`src/rtl/swap_scheduler_if.sv`:
```
// Swap scheduler bus: game-state control inputs and swap/HUD outputs.
//   enable   : game running (low pauses all counting)
//   restart  : level reset of the schedule
//   fivesec  : one-cycle swap strobe
//   swapped  : current phase, toggles with fivesec
//   secLeft  : whole seconds remaining in the period
//   warning  : high during the pre-swap warning window
//   blink    : square wave during the warning window
// The master modport is the scheduler; the slave modport is its consumer side.
interface swap_scheduler_if;
  logic       enable;
  logic       restart;
  logic       fivesec;
  logic       swapped;
  logic [3:0] secLeft;
  logic       warning;
  logic       blink;

  modport master (
    input  enable,
    input  restart,
    output fivesec,
    output swapped,
    output secLeft,
    output warning,
    output blink
  );

  modport slave (
    output enable,
    output restart,
    input  fivesec,
    input  swapped,
    input  secLeft,
    input  warning,
    input  blink
  );
endinterface

```
`src/rtl/swap_scheduler.sv`:
```
// Periodic ghost swap strobe generator with a pre-swap blinking warning window.
// Ports:
//   clk    : system clock
//   resetN : synchronous active-low reset
//   bus    : swap_scheduler_if master (enable/restart in; fivesec, swapped,
//            secLeft, warning, blink out -- all registered)
module swap_scheduler #(
  parameter int unsigned TICKS_PER_SEC = 50_000_000,
  parameter int unsigned PERIOD_SEC    = 5,
  parameter int unsigned WARN_SEC      = 1,
  parameter int unsigned BLINK_TICKS   = 6_250_000
) (
  input  logic              clk,
  input  logic              resetN,
  swap_scheduler_if.master  bus
);

  localparam int unsigned CW = (TICKS_PER_SEC > 1) ? $clog2(TICKS_PER_SEC) : 1;
  localparam int unsigned BW = (BLINK_TICKS > 1) ? $clog2(BLINK_TICKS) : 1;
  localparam logic [CW-1:0] CYC_LAST   = CW'(TICKS_PER_SEC - 1);
  localparam logic [BW-1:0] BLINK_LAST = BW'(BLINK_TICKS - 1);
  localparam logic [3:0]    PERIOD_L   = 4'(PERIOD_SEC);
  localparam logic [3:0]    WARN_L     = 4'(WARN_SEC);
  localparam bit            WARN_EN    = (WARN_SEC != 0);

  typedef enum logic [1:0] {IDLE, COUNT, WARN} state_t;

  state_t        state, state_nxt;
  logic [CW-1:0] cyc, cyc_nxt;
  logic [3:0]    sec_left, sec_left_nxt;
  logic [BW-1:0] blink_cnt, blink_cnt_nxt;
  logic          blink_q, blink_nxt;
  logic          swapped_q, swapped_nxt;
  logic          fivesec_q, fivesec_nxt;
  logic          warning_q;

  // Restart behaves exactly like reset and wins over everything else.
  logic clear;
  assign clear = !resetN || bus.restart;

  // State and datapath registers.
  always_ff @(posedge clk) begin
    if (clear) begin
      state     <= IDLE;
      cyc       <= '0;
      sec_left  <= PERIOD_L;
      blink_cnt <= '0;
      blink_q   <= 1'b0;
      swapped_q <= 1'b0;
      fivesec_q <= 1'b0;
      warning_q <= 1'b0;
    end else begin
      state     <= state_nxt;
      cyc       <= cyc_nxt;
      sec_left  <= sec_left_nxt;
      blink_cnt <= blink_cnt_nxt;
      blink_q   <= blink_nxt;
      swapped_q <= swapped_nxt;
      fivesec_q <= fivesec_nxt;
      warning_q <= (state_nxt == WARN);
    end
  end

  // Next-state and counter logic; enable low freezes everything.
  always_comb begin
    state_nxt     = state;
    cyc_nxt       = cyc;
    sec_left_nxt  = sec_left;
    blink_cnt_nxt = blink_cnt;
    blink_nxt     = blink_q;
    swapped_nxt   = swapped_q;
    fivesec_nxt   = 1'b0;

    if (bus.enable) begin
      // The IDLE->COUNT edge is itself the first counted cycle.
      if (state == IDLE) state_nxt = COUNT;

      if (cyc == CYC_LAST) begin
        cyc_nxt = '0;
        if (sec_left == 4'd1) begin
          sec_left_nxt = PERIOD_L;
          fivesec_nxt  = 1'b1;
          swapped_nxt  = ~swapped_q;
          state_nxt    = COUNT;
        end else begin
          sec_left_nxt = sec_left - 4'd1;
          if (WARN_EN && (sec_left_nxt == WARN_L)) state_nxt = WARN;
        end
      end else begin
        cyc_nxt = cyc + CW'(1);
      end

      // Blink only runs while staying in WARN; entry and exit clear it.
      if ((state == WARN) && (state_nxt == WARN)) begin
        if (blink_cnt == BLINK_LAST) begin
          blink_cnt_nxt = '0;
          blink_nxt     = ~blink_q;
        end else begin
          blink_cnt_nxt = blink_cnt + BW'(1);
        end
      end else begin
        blink_cnt_nxt = '0;
        blink_nxt     = 1'b0;
      end
    end
  end

  assign bus.fivesec = fivesec_q;
  assign bus.swapped = swapped_q;
  assign bus.secLeft = sec_left;
  assign bus.warning = warning_q;
  assign bus.blink   = blink_q;

endmodule

```
`src/flat_wrapper.sv`:
```
// flat-port wrapper written by rule: the top's interface ports become plain ports
module swap_scheduler_flat 
#(
  parameter int unsigned TICKS_PER_SEC = 50_000_000,
  parameter int unsigned PERIOD_SEC    = 5,
  parameter int unsigned WARN_SEC      = 1,
  parameter int unsigned BLINK_TICKS   = 6_250_000
)
  (clk, resetN, bus_enable, bus_restart, bus_fivesec, bus_swapped, bus_secLeft, bus_warning, bus_blink);
  swap_scheduler_if bus_i ();
  input  logic clk;
  input  logic resetN;
  input wire logic [$bits(bus_i.enable)-1:0] bus_enable;
  input wire logic [$bits(bus_i.restart)-1:0] bus_restart;
  output wire logic [$bits(bus_i.fivesec)-1:0] bus_fivesec;
  output wire logic [$bits(bus_i.swapped)-1:0] bus_swapped;
  output wire logic [$bits(bus_i.secLeft)-1:0] bus_secLeft;
  output wire logic [$bits(bus_i.warning)-1:0] bus_warning;
  output wire logic [$bits(bus_i.blink)-1:0] bus_blink;
  assign bus_i.enable = bus_enable;
  assign bus_i.restart = bus_restart;
  assign bus_fivesec = bus_i.fivesec;
  assign bus_swapped = bus_i.swapped;
  assign bus_secLeft = bus_i.secLeft;
  assign bus_warning = bus_i.warning;
  assign bus_blink = bus_i.blink;
  swap_scheduler #(.TICKS_PER_SEC(TICKS_PER_SEC), .PERIOD_SEC(PERIOD_SEC), .WARN_SEC(WARN_SEC), .BLINK_TICKS(BLINK_TICKS)) u_core (.clk(clk), .resetN(resetN), .bus(bus_i));
endmodule
```
`config.mk`:
```
export PLATFORM = sky130hd
export DESIGN_NAME = swap_scheduler_flat
export DESIGN_NICKNAME = d
export VERILOG_FILES = /design/src/rtl/swap_scheduler_if.sv /design/src/rtl/swap_scheduler.sv /design/src/flat_wrapper.sv
export SDC_FILE = /design/constraint.sdc
export NUM_CORES = 1
export LEC_CHECK = 0
export CAP_MARGIN = 30
export CORE_UTILIZATION = 54
export CTS_BUF_LIST = sky130_fd_sc_hd__clkbuf_4 sky130_fd_sc_hd__clkbuf_8 sky130_fd_sc_hd__clkbuf_16
export DETAILED_ROUTE_END_ITERATION = 10
export PLACE_DENSITY = 0.85
export SYNTH_ARGS = -nofsm -noshare
export SYNTH_HDL_FRONTEND = slang
export SYNTH_SLANG_ARGS = --single-unit
```
`constraint.sdc`:
```
create_clock -name clk -period 2.1 [get_ports clk]
set_clock_uncertainty 0.1 [all_clocks]
set_input_delay 0.315 -clock clk [delete_from_list [all_inputs] [get_ports clk]]
set_output_delay 0.315 -clock clk [all_outputs]
set_load 0.005 [all_outputs]
```
==> results of run 1 <==
metrics by stage:
step | setup TNS (ps) | cells | power, mW | utilization
finish | -8.92 | 444 | 2.52 | 0.728
global route | -684 | 444 | 2.59 | 0.728
CTS | 0 | 441 | 2.52 | 0.704
detailed placement | -1560 | 425 | 1.20 | 0.650
global placement | -1010 | 425 | 1.20 | 0.650
floorplan | 0 | 329 | 1.18 | -
timing repair:
action | CTS | global route
setup endpoints to repair | 1 | 25
pin swaps | 1 | 5
buffers inserted | 0 | 2
resized for setup | 1 | 19
cloned | 0 | 1
where the power goes:
part | switching, mW | internal, mW | total, mW
Sequential | 0.00322 | 1.12 | 1.13
Clock | 0.454 | 0.884 | 1.34
Combinational | 0.0349 | 0.0239 | 0.0588
Total | 0.492 | 2.03 | 2.52
final timing paths:
kind                                             from                    to  slack [ps]  depth (start not counted)
worst max-delay path            u_core.bus.secLeft[1]  u_core.blink_cnt[19]          -6                          8
worst min-delay path                    u_core.cyc[6]         u_core.cyc[6]         400                          2
worst max register to register  u_core.bus.secLeft[1]  u_core.blink_cnt[19]          -6                          8
worst min register to register          u_core.cyc[6]         u_core.cyc[6]         400                          2
kinds of logic (layout without fill, tap and decap cells):
kind of cell,count (synthesis),in the layout
compound gates,24,24
buf+inv,23,71
fa+ha+maj,5,5
simple gates,172,172
mux,1,1
xor+xnor,45,45
flops,59,59
synth_stat cells:
library cell	count
sky130_fd_sc_hd__nor2_1	62
sky130_fd_sc_hd__dfxtp_1	59
sky130_fd_sc_hd__xnor2_1	31
sky130_fd_sc_hd__nand2_1	26
sky130_fd_sc_hd__nor3_1	18
sky130_fd_sc_hd__nand4_1	15
sky130_fd_sc_hd__xor2_1	14
sky130_fd_sc_hd__nand3_1	12
sky130_fd_sc_hd__a21oi_1	10
sky130_fd_sc_hd__inv_1	10
sky130_fd_sc_hd__and3_1	9
sky130_fd_sc_hd__nor4_1	8
sky130_fd_sc_hd__o21ai_0	7
sky130_fd_sc_hd__buf_2	6
sky130_fd_sc_hd__clkbuf_1	5
sky130_fd_sc_hd__ha_1	5
sky130_fd_sc_hd__or3_1	3
sky130_fd_sc_hd__a31oi_1	2
sky130_fd_sc_hd__and2_1	2
sky130_fd_sc_hd__and4_1	2
sky130_fd_sc_hd__buf_1	2
sky130_fd_sc_hd__nand2b_1	2
sky130_fd_sc_hd__nor4b_2	2
sky130_fd_sc_hd__nor4bb_1	2
sky130_fd_sc_hd__o21a_1	2
sky130_fd_sc_hd__or2_2	2
sky130_fd_sc_hd__and3_2	1
sky130_fd_sc_hd__mux2i_1	1
sky130_fd_sc_hd__nor2b_1	1
sky130_fd_sc_hd__nor3b_1	1
sky130_fd_sc_hd__nor4_2	1
sky130_fd_sc_hd__o211ai_1	1
sky130_fd_sc_hd__o21ba_2	1
sky130_fd_sc_hd__o41ai_1	1
sky130_fd_sc_hd__or3_4	1
sky130_fd_sc_hd__or4_1	1
sky130_fd_sc_hd__or4b_1	1
registers in the layout, summed over array words and instances (netlist names):
signal,flops
u_core.cyc,26
u_core.blink_cnt,23
u_core.bus.secLeft,4
u_core.state,2
u_core.bus.blink,1
u_core.bus.fivesec,1
u_core.bus.swapped,1
u_core.bus.warning,1
layout make-up:
class                           count  area (um2)  share of cell area
Inverter                           10        37.5              0.0107
Sequential cell                    59        1190               0.338
Clock inverter                      4        95.1              0.0271
Timing Repair Buffer               45         382               0.109
Clock buffer                       12         165              0.0471
Multi-Input combinational cell    247        1560               0.444
Tap cell                           67        83.8              0.0239
tightest hold or removal path, delay by kind of cell (launching register included):
kind	cells	cell delay (ps)
compound gates	2	130
flops	1	320
layer usage:
layer  GRT usage  up-vias  wire, um
met2       0.430      145      3620
met5           0        -         0
met1       0.310     1241      3170
li1            -     1208         -
met4       0.130        0       245
met3      0.0576       34       521
==> impl_metrics.env, run 1 <==
export IMPL_maxCapViolations=0
export IMPL_yosys_area_share_xor_xnor=0.143
export IMPL_power_density_nw_per_um2=719
export IMPL_leakage_nw=1.16
export IMPL_rows=25
export IMPL_detailed_place_area_um2=3130
export IMPL_maximum_number_of_pins_on_one_net_before_global_route_repair=25
export IMPL_grt_use_total=0.257
export IMPL_post_dp_hpwl_um=4070
export IMPL_number_of_antenna_violations_at_the_first_check_in_global_routing=0
export IMPL_vdd_ir_drop_max_uv=328
export IMPL_summed_instance_area_of_the_synthesized_netlist_um2=2750
export IMPL_cts_root_buffer_cell="sky130_fd_sc_hd__clkbuf_8"
export IMPL_synthTopCellsByArea="sky130_fd_sc_hd__dfxtp_1 (43%), sky130_fd_sc_hd__xnor2_1 (9.9%), sky130_fd_sc_hd__nor2_1 (8.5%)"
export IMPL_critPathArrivalTime_ps=2230
export IMPL_maxSlewViolCount=0
export IMPL_post_synth_top_area_cell="sky130_fd_sc_hd__dfxtp_1"
export IMPL_path_buf_inv=2
export IMPL_fraction_of_synthesized_area_in_multiplexers=0.00364
export IMPL_yosys_area_top_type_share=0.430
export IMPL_effective_utilization_at_floorplan=0.570
export IMPL_post_synthesis_cell_type_count=37
export IMPL_path_delay_family="compound AO/OA/AOI/OAI gates"
export IMPL_cts_buffer_depth=2
export IMPL_synth_fa_ha_area_frac=0.0228
export IMPL_route_antenna_remaining_nets=0
export IMPL_drc=0
export IMPL_insertion_delay_ps=340
export IMPL_grt_remaining_overflow=0
export IMPL_cts_sinks=59
export IMPL_worst_slack_ps=-5.52
export IMPL_clkTransAtPathRegs_ps=70
export IMPL_grt_first_pass_wirelength_um=10400
export IMPL_min_path_type="flip-flop to flip-flop"
export IMPL_final_min_period_over_clock_period=1.00
export IMPL_first_pass_detailed_route_iteration_total=7
export IMPL_fin_crit_ps=2110
export IMPL_cell_count_after_synthesis=329
export IMPL_layout_nets=381
export IMPL_antenna_cells=0
export IMPL_critPathRequiredTime_ps=2230
export IMPL_drt_total_wl_um=7560
export IMPL_portBuffers=11
export IMPL_seq_area_frac_synth=0.430
export IMPL_status="complete, but fails checks"
export IMPL_ys_warn_count=0
export IMPL_slew_limit_headroom=0.638
export IMPL_area_delta_synth_final_pct=27.6
export IMPL_cts_buffers_inserted=9
export IMPL_final_area_um2=3510
export IMPL_hold_slack_ps=400
export IMPL_synth_simple_gate_area_frac=0.316
export IMPL_crit_type="flip-flop to flip-flop"
export IMPL_crit_path_end_kind="flip-flop"
export IMPL_synth_avg_cell_area_um2=8.35
export IMPL_most_common_layout_cells="sky130_fd_sc_hd__nor2_1 (62), sky130_fd_sc_hd__dfxtp_1 (55), sky130_fd_sc_hd__buf_4 (32)"
export IMPL_detailroute_via_count=2628
export IMPL_ordered_cell_list_for_the_critical_path="inv_1, ha_1, nor3b_2, nand4_1, o21ba_2, a31oi_4, clkdlybuf4s15_2, nor2_1"
export IMPL_most_common_cell_after_layout_fill_and_taps_aside="sky130_fd_sc_hd__nor2_1"
export IMPL_start_kind="flip-flop"
export IMPL_achievable_frequency_mhz=475
export IMPL_hold_violations_final=0
export IMPL_die_w_um=73.3
export IMPL_synth_top_family_by_area="simple AND/OR/NAND/NOR gates"
export IMPL_pre_cts_ws_ps=-170
export IMPL_report_final_setup_viol=3
export IMPL_postSynthRegisterBits=59
export IMPL_vias_in_the_first_global_route=2364
export IMPL_worst_path_max_delay_cell="sky130_fd_sc_hd__dfxtp_1"
export IMPL_die_area_um2=5380
export IMPL_finalWeightedCongestion=0.780
export IMPL_compound_gate_fraction_of_synth_area=0.0505
export IMPL_crit_path_max_fanout=6
export IMPL_wl_per_cell_um=17.0
export IMPL_layout_filler_cells=315
export IMPL_route_detailed_vias_per_inst=5.92
export IMPL_final_layout_size_suffix_gt1_frac=0.191
export IMPL_ctsHoldBuffers=0
export IMPL_fp_coreArea_um2=4820
export IMPL_pin_count=12
export IMPL_synth_fp_nets=338
export IMPL_die_h_um=73.3
export IMPL_critical_path_max_stage_delay_ps=310
export IMPL_cts_htree_levels=3
export IMPL_detailedRoute_firstIterationViolations=253
export IMPL_tightestPinTransition_ps=542
export IMPL_clock_tree_from_tritoncts="done"
export IMPL_violated_checks="setup timing"
Power figures use the tool's default switching activity.
==> run 2: changes to the inputs <==
--- a/config.mk
+++ b/config.mk
@@ -6,10 +6,11 @@
 export NUM_CORES = 1
 export LEC_CHECK = 0
 export CAP_MARGIN = 30
-export CORE_UTILIZATION = 54
+export CORE_UTILIZATION = 59
 export CTS_BUF_LIST = sky130_fd_sc_hd__clkbuf_4 sky130_fd_sc_hd__clkbuf_8 sky130_fd_sc_hd__clkbuf_16
 export DETAILED_ROUTE_END_ITERATION = 10
-export PLACE_DENSITY = 0.85
+export PLACE_DENSITY = 0.88
+export REMOVE_ABC_BUFFERS = 1
 export SYNTH_ARGS = -nofsm -noshare
 export SYNTH_HDL_FRONTEND = slang
 export SYNTH_SLANG_ARGS = --single-unit
==> constraint.sdc (replaced) <==
create_clock -name clk -period 2.2 [get_ports clk]
set_clock_uncertainty 0.1 [all_clocks]
set_input_delay 0.33 -clock clk [delete_from_list [all_inputs] [get_ports clk]]
set_output_delay 0.33 -clock clk [all_outputs]
set_load 0.005 [all_outputs]
==> run 2 against run 1 <==
Compared with the run above:
- die area decreased by 8.3%
- critical path depth shrank 2
- core utilization grew 1.8 points
- wire length fell by 20%
- sequential power is 5% lower
- first-iteration DRC count rose by 3.6%
- worst setup slack better by 110 ps
- global-route usage rose by 0.68 points
- register-to-register slack better by 110 ps
- the flow now finishes without violations
- non-clock buffer count down 14
==> impl_metrics.env, run 2 (synthesis results as in run 1) <==
export IMPL_critPathArrivalTime_ps=2260
export IMPL_final_min_period_over_clock_period=0.951
export IMPL_number_of_antenna_violations_at_the_first_check_in_global_routing=0
export IMPL_total_power_mw=2.34
export IMPL_grt_remaining_overflow=0
export IMPL_most_common_layout_cells="sky130_fd_sc_hd__nor2_1 (62), sky130_fd_sc_hd__dfxtp_1 (57), sky130_fd_sc_hd__xnor2_1 (31)"
export IMPL_drt_total_wl_um=6020
export IMPL_maxSlewViolCount=0
export IMPL_fp_coreArea_um2=4410
export IMPL_leakage_nw=1.08
export IMPL_clkTransAtPathRegs_ps=60
export IMPL_most_common_cell_after_layout_fill_and_taps_aside="sky130_fd_sc_hd__nor2_1"
export IMPL_cts_htree_levels=3
export IMPL_cts_sinks=59
export IMPL_crit_path_max_fanout=4
export IMPL_drc=0
export IMPL_final_setup_tns_ps=0
export IMPL_maxCapViolations=0
export IMPL_first_pass_detailed_route_iteration_total=4
export IMPL_achievable_frequency_mhz=478
export IMPL_vdd_ir_drop_max_uv=525
export IMPL_vias_in_the_first_global_route=2325
export IMPL_route_detailed_vias_per_inst=5.67
export IMPL_insertion_delay_ps=340
export IMPL_maximum_number_of_pins_on_one_net_before_global_route_repair=25
export IMPL_hold_violations_final=0
export IMPL_ctsHoldBuffers=0
export IMPL_layout_nets=367
export IMPL_ordered_cell_list_for_the_critical_path="ha_2, and3_1, nand4_1, or3_4, or4b_1, a31oi_1"
export IMPL_slew_limit_headroom=0.728
export IMPL_die_w_um=70.2
export IMPL_fin_crit_ps=2090
export IMPL_final_layout_size_suffix_gt1_frac=0.135
export IMPL_die_area_um2=4930
export IMPL_report_final_setup_viol=0
export IMPL_start_kind="flip-flop"
export IMPL_post_layout_nonfiller_instances=415
export IMPL_die_h_um=70.2
export IMPL_pin_count=12
export IMPL_final_area_um2=3290
export IMPL_min_path_type="flip-flop to flip-flop"
export IMPL_detailedRoute_firstIterationViolations=262
export IMPL_postLayoutCoreUtil=0.746
export IMPL_status="complete, no violations"
export IMPL_wl_per_cell_um=14.5
export IMPL_critPathRequiredTime_ps=2360
export IMPL_cts_buffer_depth=2
export IMPL_crit_type="flip-flop to flip-flop"
export IMPL_placed_cells=399
export IMPL_largest_register_ff_count=26
export IMPL_detailed_place_area_um2=3030
export IMPL_power_density_nw_per_um2=709
export IMPL_grt_use_total=0.264
export IMPL_effective_utilization_at_floorplan=0.622
export IMPL_largest_register="u_core.cyc"
export IMPL_antenna_cells=0
export IMPL_detailroute_via_count=2355
export IMPL_post_dp_hpwl_um=4020
export IMPL_grt_first_pass_wirelength_um=10200
export IMPL_cts_root_buffer_cell="sky130_fd_sc_hd__clkbuf_8"
export IMPL_tightestPinTransition_ps=407
export IMPL_critical_path_max_stage_delay_ps=510
export IMPL_portBuffers=11
export IMPL_rows=24
export IMPL_crit_path_end_kind="flip-flop"
export IMPL_worst_path_max_delay_cell="sky130_fd_sc_hd__or4b_1"
export IMPL_finalWeightedCongestion=0.765
export IMPL_area_delta_synth_final_pct=19.9
export IMPL_cts_buffers_inserted=9
export IMPL_regToRegSetupSlack_ps=110
export IMPL_post_cts_setup_buffers=0
export IMPL_route_antenna_remaining_nets=0
export IMPL_clock_tree_from_tritoncts="done"
run 2: cell types whose count changed in the layout (fill, tap and decap cells not counted), moves of 2 or more:
cell                       before  now
sky130_fd_sc_hd__clkbuf_8      12   10
sky130_fd_sc_hd__ha_4           2    0
sky130_fd_sc_hd__dfxtp_2        4    2
sky130_fd_sc_hd__buf_4         32   18
sky130_fd_sc_hd__dfxtp_1       55   57
sky130_fd_sc_hd__and3_1         7    9
sky130_fd_sc_hd__and3_4         2    0
run 2: worst max-delay path: cells and delay by family (launching register included):
family,cells,cell delay (ps)
AND/OR/NAND/NOR,4,1210
adder cells (fa/ha/maj),1,200
flip-flops,1,360
AO/OA/AOI/OAI,1,150
run 2: per-stage QoR:
| stage | setup slack [ps] | hold WS, ps |
|---|---|---|
| 3_3_place_gp | -78.2 | 351 |
| 6_report | 107 | 386 |
| 5_1_grt | -38.2 | 412 |
| 2_1_floorplan | -382 | 336 |
| 4_1_cts | 18.1 | 388 |
| 3_5_place_dp | -127 | 361 |
run 2: timing repair:
action / CTS / global route
resized for setup: 0 / 6
endpoints found under the setup margin: 0 / 29
hold endpoints to repair: 0 / 0
run 2: layout make-up:
| type | instances | area (um2) |
|---|---|---|
| clock buffers | 11 | 145 |
| clock inverters | 5 | 100 |
| fillers | 305 | 1120 |
| inverters | 10 | 37.5 |
| multi-input cells | 247 | 1490 |
| flip-flops and latches | 59 | 1180 |
| well taps | 52 | 65.1 |
| repair buffers | 31 | 277 |
run 2: power by group:
group / switching [mW] / internal, mW / total [mW]
combinational: 0.0275 / 0.0190 / 0.0465
clock: 0.425 / 0.792 / 1.22
sequential: 0.00213 / 1.07 / 1.07
total: 0.455 / 1.88 / 2.34
run 2: final timing paths:
kind | depth (start not counted) | end | startpoint
setup / recovery | 6 | u_core.bus.blink | u_core.blink_cnt[0]
hold reg to reg | 2 | u_core.blink_cnt[1] | u_core.blink_cnt[1]
setup reg to reg | 6 | u_core.bus.blink | u_core.blink_cnt[0]
hold / removal | 2 | u_core.blink_cnt[1] | u_core.blink_cnt[1]
run 2: metal layers:
layer / global-route usage / vias to the layer above / part of all wire
met3: 0.0664 / 12 / 0.048
met5: 0 / - / 0
li1: - / 1179 / -
met1: 0.322 / 1103 / 0.45
met2: 0.433 / 61 / 0.48
met4: 0.124 / 0 / 0.019
==> run 3: changes to the inputs <==
--- a/config.mk
+++ b/config.mk
@@ -11,6 +11,7 @@
 export DETAILED_ROUTE_END_ITERATION = 10
 export PLACE_DENSITY = 0.88
 export REMOVE_ABC_BUFFERS = 1
+export SLEW_MARGIN = 10
 export SYNTH_ARGS = -nofsm -noshare
 export SYNTH_HDL_FRONTEND = slang
 export SYNTH_SLANG_ARGS = --single-unit
==> results of run 3 <==
Same layout as run 2: the final DEF is identical, and so are final timing and power.
